File: src/rtl/multi_channel_level_meter_if.sv
// Sample-in / LED-frame-out handshake bundle for the multi-channel level meter.
// master drives samples and frame-ready; slave is the meter core.
interface multi_channel_level_meter_if #(
   parameter int unsigned channel_count   = 2,
   parameter int unsigned sample_width    = 16,
   parameter int unsigned indicator_width = 32
);
   logic                                       i_valid;
   logic                                       i_ready;
   logic [2:0]                                 i_channel;
   logic [sample_width-1:0]                    i_value;
   logic                                       i_mode;
   logic                                       o_valid;
   logic                                       o_ready;
   logic [channel_count*indicator_width-1:0]   o_array;

   modport master (
      output i_valid, i_channel, i_value, i_mode, o_ready,
      input  i_ready, o_valid, o_array
   );

   modport slave (
      input  i_valid, i_channel, i_value, i_mode, o_ready,
      output i_ready, o_valid, o_array
   );
endinterface

File: src/rtl/multi_channel_level_meter.sv
// N-channel audio level meter: per-section peak |x| per channel, LED level with
// peak-hold/decay, one LED frame for all channels per section.
module multi_channel_level_meter #(
   parameter int unsigned channel_count        = 2,
   parameter int unsigned sample_width         = 16,
   parameter int unsigned indicator_width      = 32,
   parameter int unsigned section_sample_count = 32,
   parameter int unsigned sample_rate          = 44100,
   parameter int unsigned peak_hold_time_ms    = 1000
) (
   input logic                        clk,
   input logic                        reset,
   multi_channel_level_meter_if.slave bus
);
   localparam int unsigned mag_width   = sample_width - 1;
   localparam int unsigned lvl_width   = $clog2(indicator_width + 1);
   localparam int unsigned level_shift = sample_width - 1 - $clog2(indicator_width);
   localparam int unsigned cnt_width   =
      (section_sample_count > 1) ? $clog2(section_sample_count) : 1;
   localparam int unsigned hold_frames =
      sample_rate * peak_hold_time_ms / (1000 * section_sample_count);
   localparam int unsigned hold_width  = (hold_frames > 0) ? $clog2(hold_frames + 1) : 1;

   localparam logic [cnt_width-1:0]       cnt_last  = cnt_width'(section_sample_count - 1);
   localparam logic [cnt_width-1:0]       cnt_one   = 1;
   localparam logic [hold_width-1:0]      hold_init = hold_width'(hold_frames);
   localparam logic [hold_width-1:0]      hold_one  = 1;
   localparam logic [lvl_width-1:0]       lvl_one   = 1;
   localparam logic [indicator_width-1:0] led_one   = 1;

   logic [mag_width-1:0]  max_q   [channel_count];
   logic [cnt_width-1:0]  cnt_q   [channel_count];
   logic [lvl_width-1:0]  lvl_q   [channel_count];
   logic [lvl_width-1:0]  peak_q  [channel_count];
   logic [lvl_width-1:0]  peak_d  [channel_count];
   logic [hold_width-1:0] hold_q  [channel_count];
   logic [hold_width-1:0] hold_d  [channel_count];
   logic [mag_width-1:0]  merged  [channel_count];
   logic [lvl_width-1:0]  lvl_new [channel_count];

   logic [channel_count-1:0]                 done_q;
   logic [channel_count-1:0]                 sel;
   logic signed [sample_width-1:0]           x;
   logic [mag_width-1:0]                     mag;
   logic                                     in_range;
   logic                                     accept;
   logic                                     commit;
   logic                                     o_valid_q;
   logic [channel_count*indicator_width-1:0] o_array_q;
   logic [channel_count*indicator_width-1:0] o_array_d;

   always_comb begin
      x        = bus.i_value;
      in_range = 32'(bus.i_channel) < channel_count;
      for (int unsigned c = 0; c < channel_count; c++) begin
         sel[c] = (32'(bus.i_channel) == c);
      end
      // Most-negative sample saturates instead of wrapping back to itself.
      if (x[sample_width-1]) begin
         mag = (x[mag_width-1:0] == '0) ? '1 : mag_width'(-x);
      end else begin
         mag = x[mag_width-1:0];
      end
      // Out-of-range channels are always accepted and dropped.
      bus.i_ready = !in_range || !(|(done_q & sel));
      accept      = bus.i_valid && bus.i_ready;
      commit      = (&done_q) && (!o_valid_q || bus.o_ready);
   end

   always_comb begin
      for (int unsigned c = 0; c < channel_count; c++) begin
         merged[c]  = (mag > max_q[c]) ? mag : max_q[c];
         lvl_new[c] = (merged[c] == '0) ? '0 : lvl_width'(merged[c] >> level_shift) + lvl_one;
      end
   end

   always_comb begin
      o_array_d = '0;
      for (int unsigned c = 0; c < channel_count; c++) begin
         logic [indicator_width-1:0] bar;
         logic [indicator_width-1:0] dot;
         logic [indicator_width-1:0] pk;
         peak_d[c] = peak_q[c];
         hold_d[c] = hold_q[c];
         if (lvl_q[c] >= peak_q[c]) begin
            peak_d[c] = lvl_q[c];
            hold_d[c] = hold_init;
         end else if (hold_q[c] != '0) begin
            hold_d[c] = hold_q[c] - hold_one;
         end else begin
            peak_d[c] = (peak_q[c] - lvl_one > lvl_q[c]) ? peak_q[c] - lvl_one : lvl_q[c];
         end
         // Shift past the top bit yields 0, so 0 - 1 gives a full bar at lvl == W.
         bar = (led_one << lvl_q[c]) - led_one;
         dot = (lvl_q[c] == '0) ? '0 : led_one << (lvl_q[c] - lvl_one);
         pk  = (peak_d[c] == '0) ? '0 : led_one << (peak_d[c] - lvl_one);
         o_array_d[c*indicator_width +: indicator_width] = (bus.i_mode ? dot : bar) | pk;
      end
   end

   always_ff @(posedge clk) begin
      if (reset) begin
         o_valid_q <= 1'b0;
         o_array_q <= '0;
         done_q    <= '0;
         for (int unsigned c = 0; c < channel_count; c++) begin
            max_q[c]  <= '0;
            cnt_q[c]  <= '0;
            lvl_q[c]  <= '0;
            peak_q[c] <= '0;
            hold_q[c] <= '0;
         end
      end else begin
         if (commit) begin
            o_valid_q <= 1'b1;
            o_array_q <= o_array_d;
            done_q    <= '0;
            for (int unsigned c = 0; c < channel_count; c++) begin
               peak_q[c] <= peak_d[c];
               hold_q[c] <= hold_d[c];
            end
         end else if (bus.o_ready) begin
            o_valid_q <= 1'b0;
         end
         for (int unsigned c = 0; c < channel_count; c++) begin
            if (accept && sel[c]) begin
               if (cnt_q[c] == cnt_last) begin
                  max_q[c]  <= '0;
                  cnt_q[c]  <= '0;
                  lvl_q[c]  <= lvl_new[c];
                  done_q[c] <= 1'b1;
               end else begin
                  max_q[c] <= merged[c];
                  cnt_q[c] <= cnt_q[c] + cnt_one;
               end
            end
         end
      end
   end

   assign bus.o_valid = o_valid_q;
   assign bus.o_array = o_array_q;
endmodule

File: src/flat_wrapper.sv
// flat-port wrapper written by rule: the top's interface ports become plain ports
module multi_channel_level_meter_flat 
#(
   parameter int unsigned channel_count        = 2,
   parameter int unsigned sample_width         = 16,
   parameter int unsigned indicator_width      = 32,
   parameter int unsigned section_sample_count = 32,
   parameter int unsigned sample_rate          = 44100,
   parameter int unsigned peak_hold_time_ms    = 1000
)
  (clk, reset, bus_i_valid, bus_i_channel, bus_i_value, bus_i_mode, bus_o_ready, bus_i_ready, bus_o_valid, bus_o_array);
  multi_channel_level_meter_if #(.channel_count(channel_count), .sample_width(sample_width), .indicator_width(indicator_width)) bus_i ();
  input logic clk;
  input logic reset;
  input wire logic [$bits(bus_i.i_valid)-1:0] bus_i_valid;
  input wire logic [$bits(bus_i.i_channel)-1:0] bus_i_channel;
  input wire logic [$bits(bus_i.i_value)-1:0] bus_i_value;
  input wire logic [$bits(bus_i.i_mode)-1:0] bus_i_mode;
  input wire logic [$bits(bus_i.o_ready)-1:0] bus_o_ready;
  output wire logic [$bits(bus_i.i_ready)-1:0] bus_i_ready;
  output wire logic [$bits(bus_i.o_valid)-1:0] bus_o_valid;
  output wire logic [$bits(bus_i.o_array)-1:0] bus_o_array;
  assign bus_i.i_valid = bus_i_valid;
  assign bus_i.i_channel = bus_i_channel;
  assign bus_i.i_value = bus_i_value;
  assign bus_i.i_mode = bus_i_mode;
  assign bus_i.o_ready = bus_o_ready;
  assign bus_i_ready = bus_i.i_ready;
  assign bus_o_valid = bus_i.o_valid;
  assign bus_o_array = bus_i.o_array;
  multi_channel_level_meter #(.channel_count(channel_count), .sample_width(sample_width), .indicator_width(indicator_width), .section_sample_count(section_sample_count), .sample_rate(sample_rate), .peak_hold_time_ms(peak_hold_time_ms)) u_core (.clk(clk), .reset(reset), .bus(bus_i));
endmodule
File: config.mk
export PLATFORM = sky130hd
export DESIGN_NAME = multi_channel_level_meter_flat
export DESIGN_NICKNAME = d
export VERILOG_FILES = /design/src/rtl/multi_channel_level_meter_if.sv /design/src/rtl/multi_channel_level_meter.sv /design/src/flat_wrapper.sv
export SDC_FILE = /design/constraint.sdc
export NUM_CORES = 1
export LEC_CHECK = 0
export BUFFER_PORTS_ARGS = -buffer_cell sky130_fd_sc_hd__buf_4
export CAP_MARGIN = 0
export CORE_MARGIN = 2
export CORE_UTILIZATION = 55
export DETAILED_ROUTE_END_ITERATION = 16
export GPL_TIMING_DRIVEN = 1
export PLACE_DENSITY = 0.7
export SYNTH_ARGS = -nofsm -noshare
export SYNTH_HDL_FRONTEND = slang
export SYNTH_SLANG_ARGS = --single-unit
File: constraint.sdc
create_clock -name clk -period 7.4 [get_ports clk]
set_clock_uncertainty 0.1 [all_clocks]
set_input_delay 1.48 -clock clk [delete_from_list [all_inputs] [get_ports clk]]
set_output_delay 1.48 -clock clk [all_outputs]
set_load 0.05 [all_outputs]
======== Yosys cells after proc, flatten, opt, wreduce, memory -nomap -nowiden ========
Memory sizes are Yosys's and may differ from the RTL's.
Index checks and enable logic that the tools add are counted.
word-level totals
  word-level logic and storage cells ...... 142
  output and inout port bits .............. 66
  bits in registers ....................... 67
  memories ................................ 5
  memory bits (writable) .................. 86
  input port bits ......................... 24
memory list
  name           words  width  read ports  clocked after Yosys merged registers in  write ports  line                             source
  u_core.max_q   2      15     2           0                                        2            multi_channel_level_meter.sv:31  logic [mag_width-1:0] max_q [channel_count];
  u_core.hold_q  2      11     2           0                                        2            multi_channel_level_meter.sv:36  logic [hold_width-1:0] hold_q [channel_count];
  u_core.lvl_q   2      6      2           0                                        2            multi_channel_level_meter.sv:33  logic [lvl_width-1:0] lvl_q [channel_count];
  u_core.peak_q  2      6      2           0                                        2            multi_channel_level_meter.sv:34  logic [lvl_width-1:0] peak_q [channel_count];
  u_core.cnt_q   2      5      2           0                                        2            multi_channel_level_meter.sv:32  logic [cnt_width-1:0] cnt_q [channel_count];
cells by class
  bitwise gates (word level) .............. 17
  order comparisons ....................... 7
  add/sub/neg operators ................... 15
  reductions and logical operators ........ 22
  equality and inequality tests ........... 3
  muxes and demuxes ....................... 64
  shift operators ......................... 6
operators with widths
  kind                                                 count
  two-way mux 32 bit                                   6
  left shift 1 x 6 -> 32 bit (first input constant)    6
  two-way mux 15 bit                                   8
  two-way mux 6 bit                                    12
  two-way mux 11 bit                                   6
  OR 32 bit                                            2
  subtractor 32 x 1 -> 32 bit (second input constant)  2
  logical NOT 15 bit                                   3
  subtractor 6 x 1 -> 6 bit (second input constant)    6
  > comparator 15 bit                                  2
  two-way mux 1 bit                                    27
  logical NOT 6 bit                                    4
  nonzero test 11 bit                                  2
  subtractor 11 x 1 -> 11 bit (second input constant)  2
  two-way mux 5 bit                                    4
  negation 15 bit                                      1
  OR 1 bit                                             14
  adder 5 x 1 -> 6 bit (second input constant)         2
  >= comparator 6 bit                                  2
  > comparator 6 bit                                   2
  adder 5 x 1 -> 5 bit (second input constant)         2
  == test 5 bit (second input constant)                2
  logical AND 1 bit                                    4
  == test 3 x 1 -> 1 bit (second input constant)       1
  other kinds (9)                                      12

======== Longest topological paths before layout ========
Gate-level depths: netlist of the first run.
  word-level depth ........................ 12
  gate-level depth with buffers ........... 21

======== Worst setup path before layout of the first run ========
No wires, ideal clock.
  path kind ............................... input port to flip-flop
  start ................................... input bus_i_value[10]
  end ..................................... memory u_core.lvl_q[0][6] (netlist name), data pin
  arrival time ............................ 5.483 ns
  cell stages on the path ................. 18
  slack ................................... 1.562 ns
  data required time ...................... 7.045 ns
  cell sequence ........................... or4_1 > or2_2 > nor2_1 > o21ai_0 > o21ai_0 > ha_1 > nor2b_1 > o21a_1 > o21ai_0 > a21oi_1 > o31ai_2 > mux2i_1 > ha_1 > inv_1 > nor4_1 > o2111a_1 > a211oi_1 > and2_1
RTL lines
  item                line                             source
  start: declaration  flat_wrapper.sv:17               input wire logic [$bits(bus_i.i_value)-1:0] bus_i_value;
  end: declaration    multi_channel_level_meter.sv:33

==> results of run 1 <==
-- sequential cells by signal, summed over array words and instances (netlist names) --
register and cells:
u_core.max_q 30, u_core.lvl_q 12, u_core.bus.o_array 64, u_core.peak_q 12, u_core.done_q 2, u_core.cnt_q 10, u_core.hold_q 22, u_core.bus.o_valid 1
-- worst min path at each step --
stage	from	to	slack (ns)	depth (start not counted)
CTS	u_core.bus.o_array[26]	u_core.bus.o_array[26]	0.39	2
floorplan	u_core.done_q[1]	u_core.done_q[1]	0.37	2
finish	u_core.bus.o_array[38]	u_core.bus.o_array[38]	0.39	2
detailed placement	u_core.bus.o_array[34]	u_core.bus.o_array[34]	0.38	2
global route	u_core.bus.o_array[63]	u_core.bus.o_array[63]	0.41	2
global placement	u_core.bus.o_array[63]	u_core.bus.o_array[63]	0.37	2
-- layer usage --
layer / routed length [µm] / global-route usage, % / vias up
met5: 0 / 0 / -
met4: 838 / 9.38 / 0
met3: 2410 / 4.91 / 67
met2: 16200 / 51.9 / 473
met1: 14700 / 42.9 / 5150
li1: - / - / 5227
-- cell type report --
| type | count | area, µm² | area share, % |
|---|---|---|---|
| Tap cell | 270 | 338 | 2.63 |
| Inverter | 80 | 300 | 2.34 |
| Timing Repair Buffer | 117 | 878 | 6.83 |
| Clock inverter | 13 | 138 | 1.07 |
| Sequential cell | 153 | 3920 | 30.5 |
| Multi-Input combinational cell | 1086 | 6840 | 53.2 |
| Clock buffer | 19 | 443 | 3.44 |
-- metrics by stage --
step                      hold WS (ns)  worst slack [ns]  utilization (%)
after floorplan                  0.367              1.56                -
after global routing             0.414              1.11             63.5
final                            0.394              1.50             63.5
after CTS                        0.394              1.53             63.5
after global placement           0.369              1.18             60.7
after detailed placement         0.382              1.10             60.7
-- cell families (layout without fill, tap and decap cells) --
kind of cell | Yosys count | in the layout | share of synthesized area (%)
simple gates | 565 | 565 | 23.8
compound gates | 376 | 376 | 22.3
fa+ha+maj | 69 | 69 | 7.60
flops | 153 | 153 | 34.5
buf+inv | 160 | 229 | 5.37
mux | 36 | 36 | 3.29
xor+xnor | 40 | 40 | 3.08
-- power by group through the flow --
stage / Sequential (W) / Clock, W / Combinational [W]
2_1_floorplan: 0.000946 / 0 / 0.000304
6_report: 0.000937 / 0.000871 / 0.000420
3_5_place_dp: 0.000955 / 0 / 0.000412
3_3_place_gp: 0.000954 / 0 / 0.000407
4_1_cts: 0.000937 / 0.000877 / 0.000414
5_1_grt: 0.000939 / 0.000913 / 0.000464
-- placed cells by master (no fill, tap or decap), drive strengths merged, types with 15 or more instances in the layout --
cell type and n:
a21oi 97, a311oi 18, a31oi 26, and2 20, buf 117, clkbuf 19
dfxtp 67, edfxtp 86, ha 69, inv 78, mux2i 35, nand2 126
nand2b 15, nand3 45, nor2 203, nor3 72, o21ai 79, o221ai 17
xnor2 28
-- worst max-delay path, cell delays in order --
cell	delay [ns]
buf_4	0.13
or4_1	0.56
or2_2	0.33
nor2_1	0.15
o21ai_0	0.09
o21ai_0	0.32
ha_1	0.39
nor2b_1	0.14
o21a_1	0.15
o21ai_0	0.18
a21oi_1	0.11
o31ai_2	0.29
buf_4	0.23
mux2i_1	0.36
ha_1	0.21
inv_1	0.05
nor4_1	0.35
o2111a_1	0.22
a211oi_1	0.06
and2_1	0.18
==> results.ini, run 1 <==
[clock_tree]
clk_pin_slew_worst_paths_ns=0.07
clock_path_buffers=2
post_cts_resized=0
cts_tree=yes
cts_post_setup_buffers_inserted=0
htreeDepth=4
cts_num_sinks=153
worstSkewPairLatency_ns=0.43
hold_buffers=0
cts_buffers=17
cts_root_buf=clkbuf_16

[setup_path]
end_kind=flip-flop
r2r_cells=9
crit_arrival_ns=5.98
critPathLaunch=bus_i_value[10]
crit_required_ns=7.48
crit_end=u_core.lvl_q[0][7]
worstSetupPathType=in -> reg
startpoint_type=input pin
ff2ff_setup_slack_ns=2.86
worst-path-max-fanout=8
r2r_end=u_core.bus.o_array[7]
r2r-start=u_core.lvl_q[0][3]

[sta]
maxSlewViolCount=0
setup_viol=0
hold_viol_final=0
fmax_mhz=169
rsz0062_at_grt=false
setup_tns_ns=0
worst_pin_slew_ns=1.12
period_share_pct=79.8
fin_crit_ns=5.90
slew_headroom_pct=25.0

[die]
row_count=52
die_h_um=148
core_um2=20200
die_x_um=148
ios=90
initial_utilization_pct=56.1
die_area_um2=21800

[grt]
grt_max_degree=76
grt_usage_pct=31.5
grt_pass1_vias=10345
grt_pass1_wl_mm=54.8
gr-total-overflow=0
antenna_found_initial=0

[synth]
async_flop_share_pct=0
synthesis.nets=1492
yosysMostFrequentCell=nor2_1
synth.cell_area_um2=11400
yosys.area.top_type=edfxtp_1
synth_warnings=0
ys_seq_area_share_pct=34.5
ys.flop_type=edfxtp_1
synth_cells=1399
synthTopCellsByCount=nor2_1, nand2_1, a21oi_1, edfxtp_1, o21ai_0
ys_seq_elements=153
ys_types=88
avgSynthCellArea_um2=8.12
synth_edf_count=86
synth_top_area_share_pct=22.7
netlist_top_cells_area=edfxtp_1, dfxtp_1, ha_1

[routing]
ant_nets=0
routedWlPerCell_um=19.6
wl_mm=34.1
vias=10917
drtIter0Drc=1169
dr.pass1.iters=5
route.detailed.drc=0
vias_per_cell=6.28

[power]
combPwrFrac_pct=18.8
p_leak_nw=5.05
p_int_w=0.00155
power_frac_seq_pct=42.1
clockPowerShare_pct=39.1
worst_ir_drop_vdd_mv=0.152
total_power_w=0.00223
switchingPower_w=0.000678
netSwitchingFraction_pct=30.4
power.density_nw_per_um2=173

[placed_design]
port_buffers=89
place.gp.congestion=0.940
placedInstanceArea_um2=12300
place_hpwl_mm=24.9
placedCellCount=1706

[status]
outcome=complete, no violations

[layout]
fillCellCount=1837
syn_to_final_growth_pct=13.2
num_antenna_cells=0
drive_above_1_share_pct=12.9
layout.nets=1548
stdcell_count=1738
final_cell_area_um2=12900

[worst_hold_path]
min_path_type=reg -> reg

[flow_run]
maxCapViolations=0

(Power assumes the default switching activity.)
==> inputs of run 2 (changes only) <==
==> constraint.sdc (replaced) <==
create_clock -name clk -period 5.5 [get_ports clk]
set_clock_uncertainty 0.1 [all_clocks]
set_input_delay 1.1 -clock clk [delete_from_list [all_inputs] [get_ports clk]]
set_output_delay 1.1 -clock clk [all_outputs]
set_load 0.05 [all_outputs]
==> results.ini, run 2 (synthesized netlist as in run 1, its figures left out) <==
[setup_path]
crit_required_ns=5.59  ; was 7.48 ns
r2r_cells=15  ; was 9
crit_arrival_ns=5.07  ; was 5.98 ns
end_kind=flip-flop  ; unchanged
critPathLaunch=bus_i_value[10]  ; unchanged
cpMaxStageDelayCell=or4_1  ; unchanged
r2r_end=u_core.bus.o_array[39]  ; was u_core.bus.o_array[7]
cp_common_cell=o21ai_0  ; unchanged
worst-path-max-fanout=5  ; was 8
r2r-start=u_core.peak_q[0][6]  ; was u_core.lvl_q[0][3]
worstSetupPathType=in -> reg  ; unchanged
crit_end=u_core.lvl_q[0][7]  ; unchanged
startpoint_type=input pin  ; unchanged
crit_chain=buf_4 > or4_1 > or2_2 > nor2_1 > o21ai_0 > o21ai_0 > ha_1 > nor2b_1 > o21a_1 > o21ai_0 > a21oi_1 > o31ai_2 > buf_4 > mux2i_1 > ha_1 > inv_1 > nor4_1 > o2111a_1 > a211oi_1 > and2_1  ; unchanged
ff2ff_setup_slack_ns=1.05  ; was 2.86 ns
cp_slowest_stage_delay_ns=0.55  ; was 0.56 ns

[grt]
gr-total-overflow=0  ; unchanged
grt_pass1_vias=10380  ; was 10345
grt_pass1_wl_mm=53.4  ; was 54.8 mm
antenna_found_initial=0  ; unchanged
grt_max_degree=84  ; was 76
grt_usage_pct=30.6  ; was 31.5%

[sta]
rsz0062_at_grt=false  ; unchanged
maxSlewViolCount=0  ; unchanged
whs_ns=0.391  ; was 0.394 ns
fin_crit_ns=4.99
hold_viol_final=0  ; unchanged
setup_viol=0  ; unchanged
period_share_pct=90.7
fmax_mhz=201
postLayoutSetupSlackWorst_ns=0.513  ; was 1.50 ns
slew_headroom_pct=25.7  ; was 25.0%
setup_tns_ns=0  ; unchanged
worst_pin_slew_ns=1.11  ; was 1.12 ns

[power]
worst_ir_drop_vdd_mv=0.242  ; was 0.152 mV
power.density_nw_per_um2=239  ; was 173 nW/µm²
p_leak_nw=5.17  ; was 5.05 nW

[clock_tree]
clk_pin_slew_worst_paths_ns=0.07  ; about the same
hold_buffers=0  ; unchanged
cts_post_setup_buffers_inserted=0  ; unchanged
cts_tree=yes  ; unchanged
htreeDepth=4  ; unchanged
cts_buffers=17  ; unchanged
post_cts_resized=0  ; unchanged
cts_root_buf=clkbuf_16  ; unchanged
cts_num_sinks=153  ; unchanged
clock_path_buffers=2  ; unchanged
worstSkewPairLatency_ns=0.44  ; was 0.43 ns

[worst_hold_path]
min_path_type=reg -> reg  ; unchanged

[placed_design]
port_buffers=89  ; unchanged
dp_slack_ns=0.103  ; was 1.10 ns
place_hpwl_mm=24.3  ; was 24.9 mm
place.gp.congestion=0.981  ; was 0.940

[layout]
final_util_pct=64.5  ; was 63.5%
drive_above_1_share_pct=14.1  ; was 12.9%
layout.cells.most_common=nor2_1  ; unchanged
syn_to_final_growth_pct=14.9  ; was 13.2%
largest_register_ffs=64  ; unchanged
layout.nets=1567  ; was 1548
layout_common_cells=nor2_1, buf_4, nand2_1  ; was nor2_1, nand2_1, buf_4
num_antenna_cells=0  ; unchanged

[routing]
dr.pass1.iters=6  ; was 5
ant_nets=0  ; unchanged
vias=10965  ; was 10917
routedWlPerCell_um=18.9  ; was 19.6 µm
wl_mm=33.3  ; was 34.1 mm
route.detailed.drc=0  ; unchanged
drtIter0Drc=994  ; was 1169
vias_per_cell=6.24  ; was 6.28

[die]
core_um2=20200  ; unchanged
die_x_um=148  ; unchanged
row_count=52  ; unchanged
die_area_um2=21800  ; unchanged
die_h_um=148  ; unchanged
ios=90  ; unchanged
initial_utilization_pct=56.1  ; unchanged

[flow_run]
maxCapViolations=0  ; unchanged

[status]
outcome=complete, no violations  ; unchanged

==> run 2: report_power, final <==
| group | internal (W) | leakage (nW) | switching, W | total [W] |
|---|---|---|---|---|
| combinational | 0.000218 | 3.44 | 0.000369 | 0.000587 |
| clock | 0.000736 | 0.305 | 0.000540 | 0.00128 |
| sequential | 0.00123 | 1.43 | 0.0000250 | 0.00126 |
| total | 0.00219 | 5.17 | 0.000934 | 0.00312 |
==> run 2: per-layer routing <==
metal | up-vias | wire, µm | GRT usage [%]
met4 | 0 | 1080 | 13.0
met2 | 483 | 15000 | 47.1
met5 | - | 0 | 0
met3 | 81 | 2740 | 6.73
met1 | 5130 | 14500 | 41.6
li1 | 5271 | - | -
==> run 2: worst max-delay path, delay by kind of cell <==
kind	cells	cell delay (ns)
buf+inv	3	0.35
fa+ha+maj	2	0.49
compound gates	8	1.18
mux	1	0.27
simple gates	6	1.70
==> run 2: metrics by stage <==
step                      instance area, µm²  std cells  total power [W]
after CTS                              13100       1757          0.00312
final                                  13100       1757          0.00312
after detailed placement               12400       1725          0.00185
after floorplan                        11400       1399          0.00168
after global placement                 12400       1725          0.00185
after global routing                   13100       1757          0.00325
==> run 2: cell type report <==
class                   count  area [µm²]
flip-flops and latches    153        3920
clock inverters            15         205
repair buffers            136        1020
fillers                  1787        7180
inverters                  80         300
well taps                 270         338
clock buffers              17         425
multi-input cells        1086        6840
==> run 2: how the worst min path moves through the flow <==
stage / start / to / slack (ns) / cells past startpoint
after global placement: u_core.bus.o_array[63] / u_core.bus.o_array[63] / 0.37 / 2
final: u_core.bus.o_array[25] / u_core.bus.o_array[25] / 0.39 / 2
after global routing: u_core.bus.o_array[37] / u_core.bus.o_array[37] / 0.42 / 2
after floorplan: u_core.done_q[1] / u_core.done_q[1] / 0.37 / 2
after detailed placement: u_core.bus.o_array[11] / u_core.bus.o_array[11] / 0.38 / 2
after CTS: u_core.bus.o_array[11] / u_core.bus.o_array[11] / 0.39 / 2
==> inputs of run 3 (changes only) <==
--- a/config.mk
+++ b/config.mk
@@ -11,6 +11,7 @@
 export CORE_UTILIZATION = 55
 export DETAILED_ROUTE_END_ITERATION = 16
 export GPL_TIMING_DRIVEN = 1
+export MAX_ROUTING_LAYER = met4
 export PLACE_DENSITY = 0.7
 export SYNTH_ARGS = -nofsm -noshare
 export SYNTH_HDL_FRONTEND = slang
==> constraint.sdc (replaced) <==
create_clock -name clk -period 5.4 [get_ports clk]
set_clock_uncertainty 0.1 [all_clocks]
set_input_delay 1.08 -clock clk [delete_from_list [all_inputs] [get_ports clk]]
set_output_delay 1.08 -clock clk [all_outputs]
set_load 0.05 [all_outputs]
==> results.ini, run 3 (synthesized netlist as in run 1, its figures left out) <==
[status]
outcome=complete, no violations  ; unchanged

[routing]
route.detailed.drc=0  ; unchanged
ant_nets=0  ; unchanged
drtIter0Drc=1137  ; was 994
vias_per_cell=6.23  ; was 6.24
vias=10925  ; was 10965
routedWlPerCell_um=19.3  ; was 18.9 µm
wl_mm=33.8  ; was 33.3 mm
dr.pass1.iters=5  ; was 6

[clock_tree]
clock_path_buffers=2  ; unchanged
cts_post_setup_buffers_inserted=0  ; unchanged
cts_num_sinks=153  ; unchanged
clk_pin_slew_worst_paths_ns=0.07  ; about the same
cts_root_buf=clkbuf_16  ; unchanged
hold_buffers=0  ; unchanged
cts_tree=yes  ; unchanged
worstSkewPairLatency_ns=0.43  ; was 0.44 ns
htreeDepth=4  ; unchanged
post_cts_resized=0  ; unchanged
cts_buffers=17  ; unchanged

[layout]
seq_area_um2=3920  ; unchanged
num_antenna_cells=0  ; unchanged
multi_input_area_um2=6850  ; was 6840 µm²
largest_register_ffs=64  ; unchanged
drive_above_1_share_pct=13.8  ; was 14.1%
layout.nets=1565  ; was 1567
stdcell_count=1755  ; was 1757
final_cell_area_um2=13000  ; was 13100 µm²
syn_to_final_growth_pct=14.4  ; was 14.9%
fillCellCount=1767  ; was 1787
layout_common_cells=nor2_1, buf_4, nand2_1  ; unchanged
layout.cells.most_common=nor2_1  ; unchanged

[worst_hold_path]
hp-start=u_core.bus.o_array[53]  ; was u_core.bus.o_array[25]
whs_path_depth=2  ; unchanged
min_path_type=reg -> reg  ; unchanged
worstHoldEndpoint=u_core.bus.o_array[53]  ; was u_core.bus.o_array[25]

[sta]
period_share_pct=94.2
slew_headroom_pct=22.8  ; was 25.7%
rsz0062_at_grt=false  ; unchanged
hold_viol_final=0  ; unchanged
fin_crit_ns=5.09
whs_ns=0.391  ; about the same
maxSlewViolCount=0  ; unchanged
setup_viol=0  ; unchanged
fmax_mhz=196
worst_pin_slew_ns=1.15  ; was 1.11 ns

[die]
ios=90  ; unchanged
row_count=52  ; unchanged
initial_utilization_pct=56.1  ; unchanged
die_h_um=148  ; unchanged
die_x_um=148  ; unchanged
die_area_um2=21800  ; unchanged
core_um2=20200  ; unchanged

[setup_path]
crit_required_ns=5.48  ; was 5.59 ns
r2r_end=u_core.bus.o_array[39]  ; unchanged
r2r-start=u_core.peak_q[0][6]  ; unchanged
end_kind=flip-flop  ; unchanged
worst-path-max-fanout=5  ; unchanged
worstSetupPathType=in -> reg  ; unchanged
ff2ff_setup_slack_ns=1.04  ; was 1.05 ns
r2r_cells=15  ; unchanged
crit_arrival_ns=5.17  ; was 5.07 ns
startpoint_type=input pin  ; unchanged

[placed_design]
placedCellCount=1723  ; was 1725
placedInstanceArea_um2=12400  ; about the same
place.gp.congestion=1.00  ; was 0.981
port_buffers=89  ; unchanged
place_hpwl_mm=24.6  ; was 24.3 mm

[flow_run]
maxCapViolations=0  ; unchanged

[grt]
gr-total-overflow=0  ; unchanged
antenna_found_initial=0  ; unchanged
grt_usage_pct=31.8  ; was 30.6%
grt_pass1_vias=10191  ; was 10380
grt_pass1_wl_mm=53.7  ; was 53.4 mm
grt_max_degree=84  ; unchanged

[power]
p_leak_nw=5.14  ; was 5.17 nW
power.density_nw_per_um2=236  ; was 239 nW/µm²
worst_ir_drop_vdd_mv=0.214  ; was 0.242 mV

## run 3: cell count changes in the layout (fill, tap and decap cells not counted)
cell,change
inv_6,+1
buf_4,-2
clkbuf_16,+2
inv_8,-3
bufinv_16,-3
clkbuf_1,+1
inv_4,+1
clkinvlp_4,-1
clkinv_1,+1
o31ai_4,+1
clkinv_4,+1
o31ai_2,-1
## run 3: layout make-up
| class | instances | share of cell area (%) |
|---|---|---|
| Inverter | 80 | 2.31 |
| Timing Repair Buffer | 134 | 7.74 |
| Clock inverter | 12 | 0.780 |
| Multi-Input combinational cell | 1086 | 52.7 |
| Tap cell | 270 | 2.60 |
| Clock buffer | 20 | 3.69 |
| Sequential cell | 153 | 30.2 |
## run 3: worst max-delay path, stage by stage
cell      delay (ns)
buf_4           0.13
or4_1           0.53
or2_2           0.34
nor2_1          0.19
o21ai_0         0.10
o21ai_0         0.15
ha_1            0.31
nor2b_1         0.13
o21a_1          0.15
o21ai_0         0.16
a21oi_1         0.13
o31ai_4         0.36
mux2i_1         0.30
ha_1            0.18
inv_1           0.05
nor4_1          0.39
o2111a_1        0.23
a211oi_1        0.06
and2_1          0.18
## run 3: through the flow
stage	util (%)	setup TNS [ns]	setup WS, ns	power, W
finish	64.2	0	0.311	0.00307
global route	64.2	0	0.00609	0.00319
CTS	64.2	0	0.413	0.00307
detailed placement	61.3	-0.0372	-0.0239	0.00189
global placement	61.3	0	0.0862	0.00188
floorplan	-	0	0.119	0.00171
## run 3: report_power, final
part	leakage (nW)	internal (W)	switching (W)
combinational	3.43	0.000220	0.000377
sequential	1.43	0.00126	0.0000251
clock	0.284	0.000658	0.000535
total	5.14	0.00213	0.000937
## run 3: worst max path at each step
stage	cells after the start	end	startpoint	slack, ns
5_1_grt	20	u_core.lvl_q[0][1]	bus_i_value[2]	0.006
4_1_cts	19	u_core.lvl_q[0][7]	bus_i_value[10]	0.41
3_3_place_gp	19	u_core.lvl_q[0][6]	bus_i_value[10]	0.09
2_1_floorplan	18	u_core.lvl_q[0][6]	bus_i_value[10]	0.12
3_5_place_dp	19	u_core.lvl_q[0][7]	bus_i_value[10]	-0.02
6_report	19	u_core.lvl_q[0][7]	bus_i_value[11]	0.31
## run 3: metal layers
layer  part of all wire [%]  wire length (µm)  GRT usage [%]
met1                     44             14800           42.4
met5                      0                 0              -
met3                    7.3              2470           4.75
met2                     46             15400           49.0
met4                    3.2              1070           12.6
